File: src/rtl/lcd_pkg.sv
// Shared definitions for the LCD test-pattern generator: pattern modes,
// RGB565 colour constants and the colour-bar lookup.
package lcd_pkg;

  typedef enum logic [2:0] {
    MODE_SOLID = 3'd0,
    MODE_BARS  = 3'd1,
    MODE_GRID  = 3'd2,
    MODE_CHECK = 3'd3,
    MODE_RAMP  = 3'd4
  } mode_e;

  localparam logic [15:0] WHITE   = 16'hFFFF;
  localparam logic [15:0] YELLOW  = 16'hFFE0;
  localparam logic [15:0] CYAN    = 16'h07FF;
  localparam logic [15:0] GREEN   = 16'h07E0;
  localparam logic [15:0] MAGENTA = 16'hF81F;
  localparam logic [15:0] RED     = 16'hF800;
  localparam logic [15:0] BLUE    = 16'h001F;
  localparam logic [15:0] BLACK   = 16'h0000;

  // Bar 0 is leftmost.
  function automatic logic [15:0] bar_color(input logic [2:0] idx);
    logic [15:0] c;
    case (idx)
      3'd0:    c = WHITE;
      3'd1:    c = YELLOW;
      3'd2:    c = CYAN;
      3'd3:    c = GREEN;
      3'd4:    c = MAGENTA;
      3'd5:    c = RED;
      3'd6:    c = BLUE;
      default: c = BLACK;
    endcase
    return c;
  endfunction

endpackage

File: src/rtl/lcd_timing.sv
// Horizontal/vertical raster counters; decodes sync, data-enable, active
// coordinates and the frame-start position from the current counter state.
module lcd_timing #(
  parameter int H_ACTIVE = 480,
  parameter int H_FP     = 8,
  parameter int H_SYNC   = 4,
  parameter int H_BP     = 43,
  parameter int V_ACTIVE = 272,
  parameter int V_FP     = 8,
  parameter int V_SYNC   = 4,
  parameter int V_BP     = 12,
  parameter int CNT_W    = 10
) (
  input  logic             clk,
  input  logic             rst,
  output logic             hs_on,
  output logic             vs_on,
  output logic             de,
  output logic [CNT_W-1:0] x,
  output logic [CNT_W-1:0] y,
  output logic             frame_start
);

  localparam int H_TOTAL = H_ACTIVE + H_FP + H_SYNC + H_BP;
  localparam int V_TOTAL = V_ACTIVE + V_FP + V_SYNC + V_BP;

  localparam logic [CNT_W-1:0] H_LAST   = CNT_W'(H_TOTAL - 1);
  localparam logic [CNT_W-1:0] V_LAST   = CNT_W'(V_TOTAL - 1);
  localparam logic [CNT_W-1:0] H_ACT    = CNT_W'(H_ACTIVE);
  localparam logic [CNT_W-1:0] V_ACT    = CNT_W'(V_ACTIVE);
  localparam logic [CNT_W-1:0] HS_START = CNT_W'(H_ACTIVE + H_FP);
  localparam logic [CNT_W-1:0] HS_END   = CNT_W'(H_ACTIVE + H_FP + H_SYNC);
  localparam logic [CNT_W-1:0] VS_START = CNT_W'(V_ACTIVE + V_FP);
  localparam logic [CNT_W-1:0] VS_END   = CNT_W'(V_ACTIVE + V_FP + V_SYNC);

  if (H_TOTAL > (1 << CNT_W) || V_TOTAL > (1 << CNT_W)) begin : g_cnt_w_check
    $error("lcd_timing: CNT_W too narrow for H_TOTAL/V_TOTAL");
  end

  logic [CNT_W-1:0] h_cnt;
  logic [CNT_W-1:0] v_cnt;

  always_ff @(posedge clk) begin
    if (rst) begin
      h_cnt <= '0;
      v_cnt <= '0;
    end else if (h_cnt == H_LAST) begin
      h_cnt <= '0;
      v_cnt <= (v_cnt == V_LAST) ? '0 : v_cnt + 1'b1;
    end else begin
      h_cnt <= h_cnt + 1'b1;
    end
  end

  assign hs_on       = (h_cnt >= HS_START) && (h_cnt < HS_END);
  assign vs_on       = (v_cnt >= VS_START) && (v_cnt < VS_END);
  assign de          = (h_cnt < H_ACT) && (v_cnt < V_ACT);
  assign x           = de ? h_cnt : '0;
  assign y           = de ? v_cnt : '0;
  assign frame_start = (h_cnt == '0) && (v_cnt == '0);

endmodule

File: src/rtl/lcd_pattern_gen.sv
// RGB565 LCD timing and test-pattern generator with a per-frame mode latch.
// Optional macro LCD_PATTERN_SCROLL_EN scrolls grid/checker/ramp by frame count.
module lcd_pattern_gen
  import lcd_pkg::*;
#(
  parameter int   H_ACTIVE = 480,
  parameter int   H_FP     = 8,
  parameter int   H_SYNC   = 4,
  parameter int   H_BP     = 43,
  parameter int   V_ACTIVE = 272,
  parameter int   V_FP     = 8,
  parameter int   V_SYNC   = 4,
  parameter int   V_BP     = 12,
  parameter int   CNT_W    = 10,
  parameter logic HS_POL   = 1'b0,
  parameter logic VS_POL   = 1'b0
) (
  input  logic             i_clk,
  input  logic             i_rst,
  input  logic [2:0]       i_mode,
  input  logic [15:0]      i_color,
  output logic             o_hsync,
  output logic             o_vsync,
  output logic             o_de,
  output logic [CNT_W-1:0] o_x,
  output logic [CNT_W-1:0] o_y,
  output logic [4:0]       o_r,
  output logic [5:0]       o_g,
  output logic [4:0]       o_b,
  output logic             o_frame_start
);

  localparam logic [CNT_W-1:0] X_LAST = CNT_W'(H_ACTIVE - 1);
  localparam logic [CNT_W-1:0] Y_LAST = CNT_W'(V_ACTIVE - 1);

  logic             hs_on, vs_on, de, frame_start;
  logic [CNT_W-1:0] x, y;

  lcd_timing #(
    .H_ACTIVE (H_ACTIVE),
    .H_FP     (H_FP),
    .H_SYNC   (H_SYNC),
    .H_BP     (H_BP),
    .V_ACTIVE (V_ACTIVE),
    .V_FP     (V_FP),
    .V_SYNC   (V_SYNC),
    .V_BP     (V_BP),
    .CNT_W    (CNT_W)
  ) u_timing (
    .clk         (i_clk),
    .rst         (i_rst),
    .hs_on       (hs_on),
    .vs_on       (vs_on),
    .de          (de),
    .x           (x),
    .y           (y),
    .frame_start (frame_start)
  );

  logic [2:0]  mode_q;
  logic [2:0]  mode;
  logic [8:0]  px;
  logic [2:0]  bar;
  logic [15:0] pixel;

`ifdef LCD_PATTERN_SCROLL_EN
  logic [7:0] frame_cnt;
  logic [7:0] scroll;

  always_ff @(posedge i_clk) begin
    if (i_rst) begin
      frame_cnt <= '0;
    end else if (frame_start) begin
      frame_cnt <= frame_cnt + 8'd1;
    end
  end

  // frame_cnt steps on the frame's first pixel, so later pixels look one back.
  assign scroll = frame_start ? frame_cnt : frame_cnt - 8'd1;
`endif

  always_comb begin
    // The first pixel of a frame already uses the mode being latched.
    mode = frame_start ? i_mode : mode_q;
`ifdef LCD_PATTERN_SCROLL_EN
    px = 9'(x) + 9'(scroll);
`else
    px = 9'(x);
`endif
    bar = '0;
    for (int unsigned k = 1; k < 8; k++) begin
      if (x >= CNT_W'(k * H_ACTIVE / 8)) begin
        bar = 3'(k);
      end
    end
    case (mode)
      MODE_BARS:  pixel = bar_color(bar);
      MODE_GRID:  pixel = (px[3:0] == 4'd0 || y[3:0] == 4'd0 || x == X_LAST || y == Y_LAST)
                          ? WHITE : BLACK;
      MODE_CHECK: pixel = (px[4] ^ y[4]) ? WHITE : BLACK;
      MODE_RAMP:  pixel = {px[8:4], px[8:4], px[8], px[8:4]};
      default:    pixel = i_color;
    endcase
  end

  always_ff @(posedge i_clk) begin
    if (i_rst) begin
      mode_q        <= MODE_SOLID;
      o_hsync       <= ~HS_POL;
      o_vsync       <= ~VS_POL;
      o_de          <= 1'b0;
      o_x           <= '0;
      o_y           <= '0;
      o_r           <= '0;
      o_g           <= '0;
      o_b           <= '0;
      o_frame_start <= 1'b0;
    end else begin
      if (frame_start) begin
        mode_q <= i_mode;
      end
      o_hsync       <= hs_on ? HS_POL : ~HS_POL;
      o_vsync       <= vs_on ? VS_POL : ~VS_POL;
      o_de          <= de;
      o_x           <= x;
      o_y           <= y;
      o_r           <= de ? pixel[15:11] : '0;
      o_g           <= de ? pixel[10:5]  : '0;
      o_b           <= de ? pixel[4:0]   : '0;
      o_frame_start <= frame_start;
    end
  end

endmodule

File: config.mk
export PLATFORM = sky130hd
export DESIGN_NAME = lcd_pattern_gen
export DESIGN_NICKNAME = d
export VERILOG_FILES = /design/src/rtl/lcd_pkg.sv /design/src/rtl/lcd_timing.sv /design/src/rtl/lcd_pattern_gen.sv
export SDC_FILE = /design/constraint.sdc
export NUM_CORES = 1
export LEC_CHECK = 0
export CAP_MARGIN = 15
export CORE_MARGIN = 5
export CORE_UTILIZATION = 43
export CTS_BUF_LIST = sky130_fd_sc_hd__clkbuf_16
export CTS_CLUSTER_SIZE = 8
export DETAILED_ROUTE_END_ITERATION = 10
export PLACE_DENSITY_LB_ADDON = 0.1
export SLEW_MARGIN = 20
export SYNTH_ARGS = -nofsm -noshare
export SYNTH_HDL_FRONTEND = slang
export SYNTH_HIERARCHICAL = 1
export SYNTH_SLANG_ARGS = --single-unit
export TNS_END_PERCENT = 30
File: constraint.sdc
create_clock -name i_clk -period 4.15 [get_ports i_clk]
set_input_delay 0.6225 -clock i_clk [delete_from_list [all_inputs] [get_ports i_clk]]
set_output_delay 0.6225 -clock i_clk [all_outputs]
set_load 0.01 [all_outputs]
==> metrics.yaml <==
num-fill-cells: 628
rsz0062_at_grt: "no"
drt_first_pass_iters: 4
vias: 2497
synthFlopType: "dfxtp_1"
synth_top_area_cell: "dfxtp_1"
core_area_mm2: 0.006756
holdWs_ps: 477.2
antenna_cells: 0
critical_path.cell_chain: "nor3_1 > nand4_1 > nor4_2 > mux2i_4 > nand2_1 > o21ai_2 > o21ai_0 > a21oi_1"
cts_tree: "yes"
cp_data_arrival_time_ps: 3520
slew_headroom: 0.2906
critical-path-max-stage-delay_ps: 880
crit_fanout: 16
final_cell_mix: "63 x dfxtp_1, 60 x clkdlybuf4s50_1, 31 x nor2_1, 23 x nor2b_1, 21 x o21ai_0"
first_global_vias: 2350
cts_setup_buffers: 0
finalPower_mw: 1.667
drt-initial-drc-count: 114
finalNetCount: 406
worstSetupEndpoint: "o_b[0]"
fin_worst_skew_ps: 8.009
irDropWorstVdd_mv: 0.2849
finalSetupTns_ps: 0
rrSetupSlack_ps: 880
hold_viol: 0
grtUsageTotal: 0.1696
die_y_um: 92.99
start_kind: "flip-flop"
cts-buffers-inserted: 9
r2r-start: "u_timing/h_cnt[9]"
register_area_mm2: 0.001261
tightestPinTransition_ps: 1055
fin_crit_ps: 3268
cap_violations: 0
cp-end-kind: "flip-flop"
avgSynthCellArea_um2: 9.085
power_leakage_nw: 1.395
pin_count: 61
status: "finished, final reports clean"
synth_area_leaders: "dfxtp_1 43%, nor2b_1 4.9%, nor2_1 3.9%, o21ai_0 3.5%, a21oi_1 3.0%"
slew_violations: 0
num_rows: 30
grt_first_pass_wirelength_mm: 11.60
syn2layout_area_growth_pct: 30.50
htreeDepth: 3
worstRegToRegCells: 8
grt_max_degree: 27
power_density_mw_per_mm2: 431.4
grt_antenna_before_repair: 0
async_flop_share: 0
timing.final.crit_share: 0.7874
viasPerCell: 5.381
crit_slowest_cell: "nor4_2"
layout_commonest_cell: "dfxtp_1"
path_class: "reg -> reg"
cts_root_buf: "clkbuf_16"
setup_viol: 0
synth_top_area_share: 0.4259
ys_types: 58
fin_util: 0.5720
layout-drive-gt1-share: 0.1016
post_cts_resized: 0
synth-edff-count: 0
insertion_delay_ps: 320
gp_congestion: 0.8330
ys_warn_count: 6
clkSinkCount: 63
multiInputGateArea_mm2: 0.001553
drc: 0
detail-route-antenna-nets: 0
clkSlewWorstSetupHoldPaths_ps: 50
drt-total-wl_mm: 7.073
required_ps: 4400
seq_area_frac_synth: 0.4259
numPortBuffers: 60
die_area_mm2: 0.008647
wire_per_inst_um: 15.24
initial_core_util: 0.4383
fmax_ghz: 0.3060
syn_inst: 326
overflow: 0
synth_seq_cells: 63
clockBufferDepth: 2
startpoint: "u_timing/h_cnt[9]"
hpwl_mm: 5.196
synth_area_mm2: 0.002962
postCtsHoldBufs: 0
worstReg2RegEnd: "o_b[0]"
die_x_um: 92.99
hp-class: "reg -> reg"
[flip-flops by register name (all words and copies together) (netlist names)]
register	cells
o_x	10
o_y	10
u_timing/h_cnt	10
u_timing/v_cnt	10
o_g	6
o_b	5
o_r	5
mode_q	3
o_de	1
o_frame_start	1
o_hsync	1
o_vsync	1
[through the flow]
step,worst slack [ps],instance area [um2],instances
finish,882.1,3865,464
global placement,951.7,3563,449
global route,503.2,3865,464
detailed placement,937.6,3563,449
CTS,906.7,3865,464
floorplan,1690,2965,327
[routing by layer]
metal	track usage	part of all wire	up-vias
met1	0.2165	0.46	1155
li1	-	-	1257
met4	0.08547	0.019	0
met3	0.03540	0.053	13
met2	0.2705	0.47	72
met5	0	0	-
[synthesized netlist by cell type (5+ instances only)]
cell	number
nor4_1	9
ha_1	5
xnor2_1	8
dfxtp_1	63
a31oi_1	5
nor2b_1	23
and2_1	14
a21oi_1	18
xor2_1	5
buf_4	5
inv_1	8
nor3_1	8
clkbuf_1	6
nand2_1	14
nand2b_1	5
nand3_1	9
buf_2	6
nand4_1	7
nor2_1	31
o21ai_0	21
[power breakdown]
group / internal (mW) / switching [mW] / total, mW
clock: 0.514 / 0.244 / 0.758
combinational: 0.123 / 0.128 / 0.251
sequential: 0.644 / 0.0141 / 0.658
[kinds of logic after synthesis]
| family | count (synthesis) | share of synthesized area |
|---|---|---|
| AO/OA/AOI/OAI | 68 | 0.1504 |
| XOR/XNOR | 13 | 0.03845 |
| adder cells (fa/ha/maj) | 5 | 0.02112 |
| buffers and inverters | 29 | 0.05323 |
| flip-flops | 63 | 0.4259 |
| multiplexers | 8 | 0.03380 |
| other | 1 | 0.001266 |
| AND/OR/NAND/NOR | 139 | 0.2759 |
[layout make-up]
class                           count  area share
Clock buffer                        9     0.05827
Clock inverter                      6     0.01975
Multi-Input combinational cell    235      0.4017
Sequential cell                    63      0.3263
Inverter                            9    0.008741
Timing Repair Buffer               62      0.1593
Tap cell                           80     0.02590
[critical path: cells and delay by family (launching register included)]
| kind | cells | cell delay (ps) |
|---|---|---|
| DFF | 1 | 400 |
| and+or+nand+nor | 4 | 1550 |
| AOI/OAI and AO/OA | 3 | 800 |
| muxes | 1 | 440 |
[how the worst min path moves through the flow]
stage	startpoint	end	slack [ps]	cells after the start
floorplan	u_timing/h_cnt[0]	u_timing/h_cnt[0]	440	1
global placement	u_timing/h_cnt[0]	u_timing/h_cnt[0]	460	1
detailed placement	u_timing/h_cnt[0]	u_timing/h_cnt[0]	460	1
CTS	u_timing/h_cnt[0]	u_timing/h_cnt[0]	480	1
global route	u_timing/h_cnt[0]	u_timing/h_cnt[0]	510	1
finish	u_timing/h_cnt[0]	u_timing/h_cnt[0]	480	1
(Power assumes the default switching activity.)
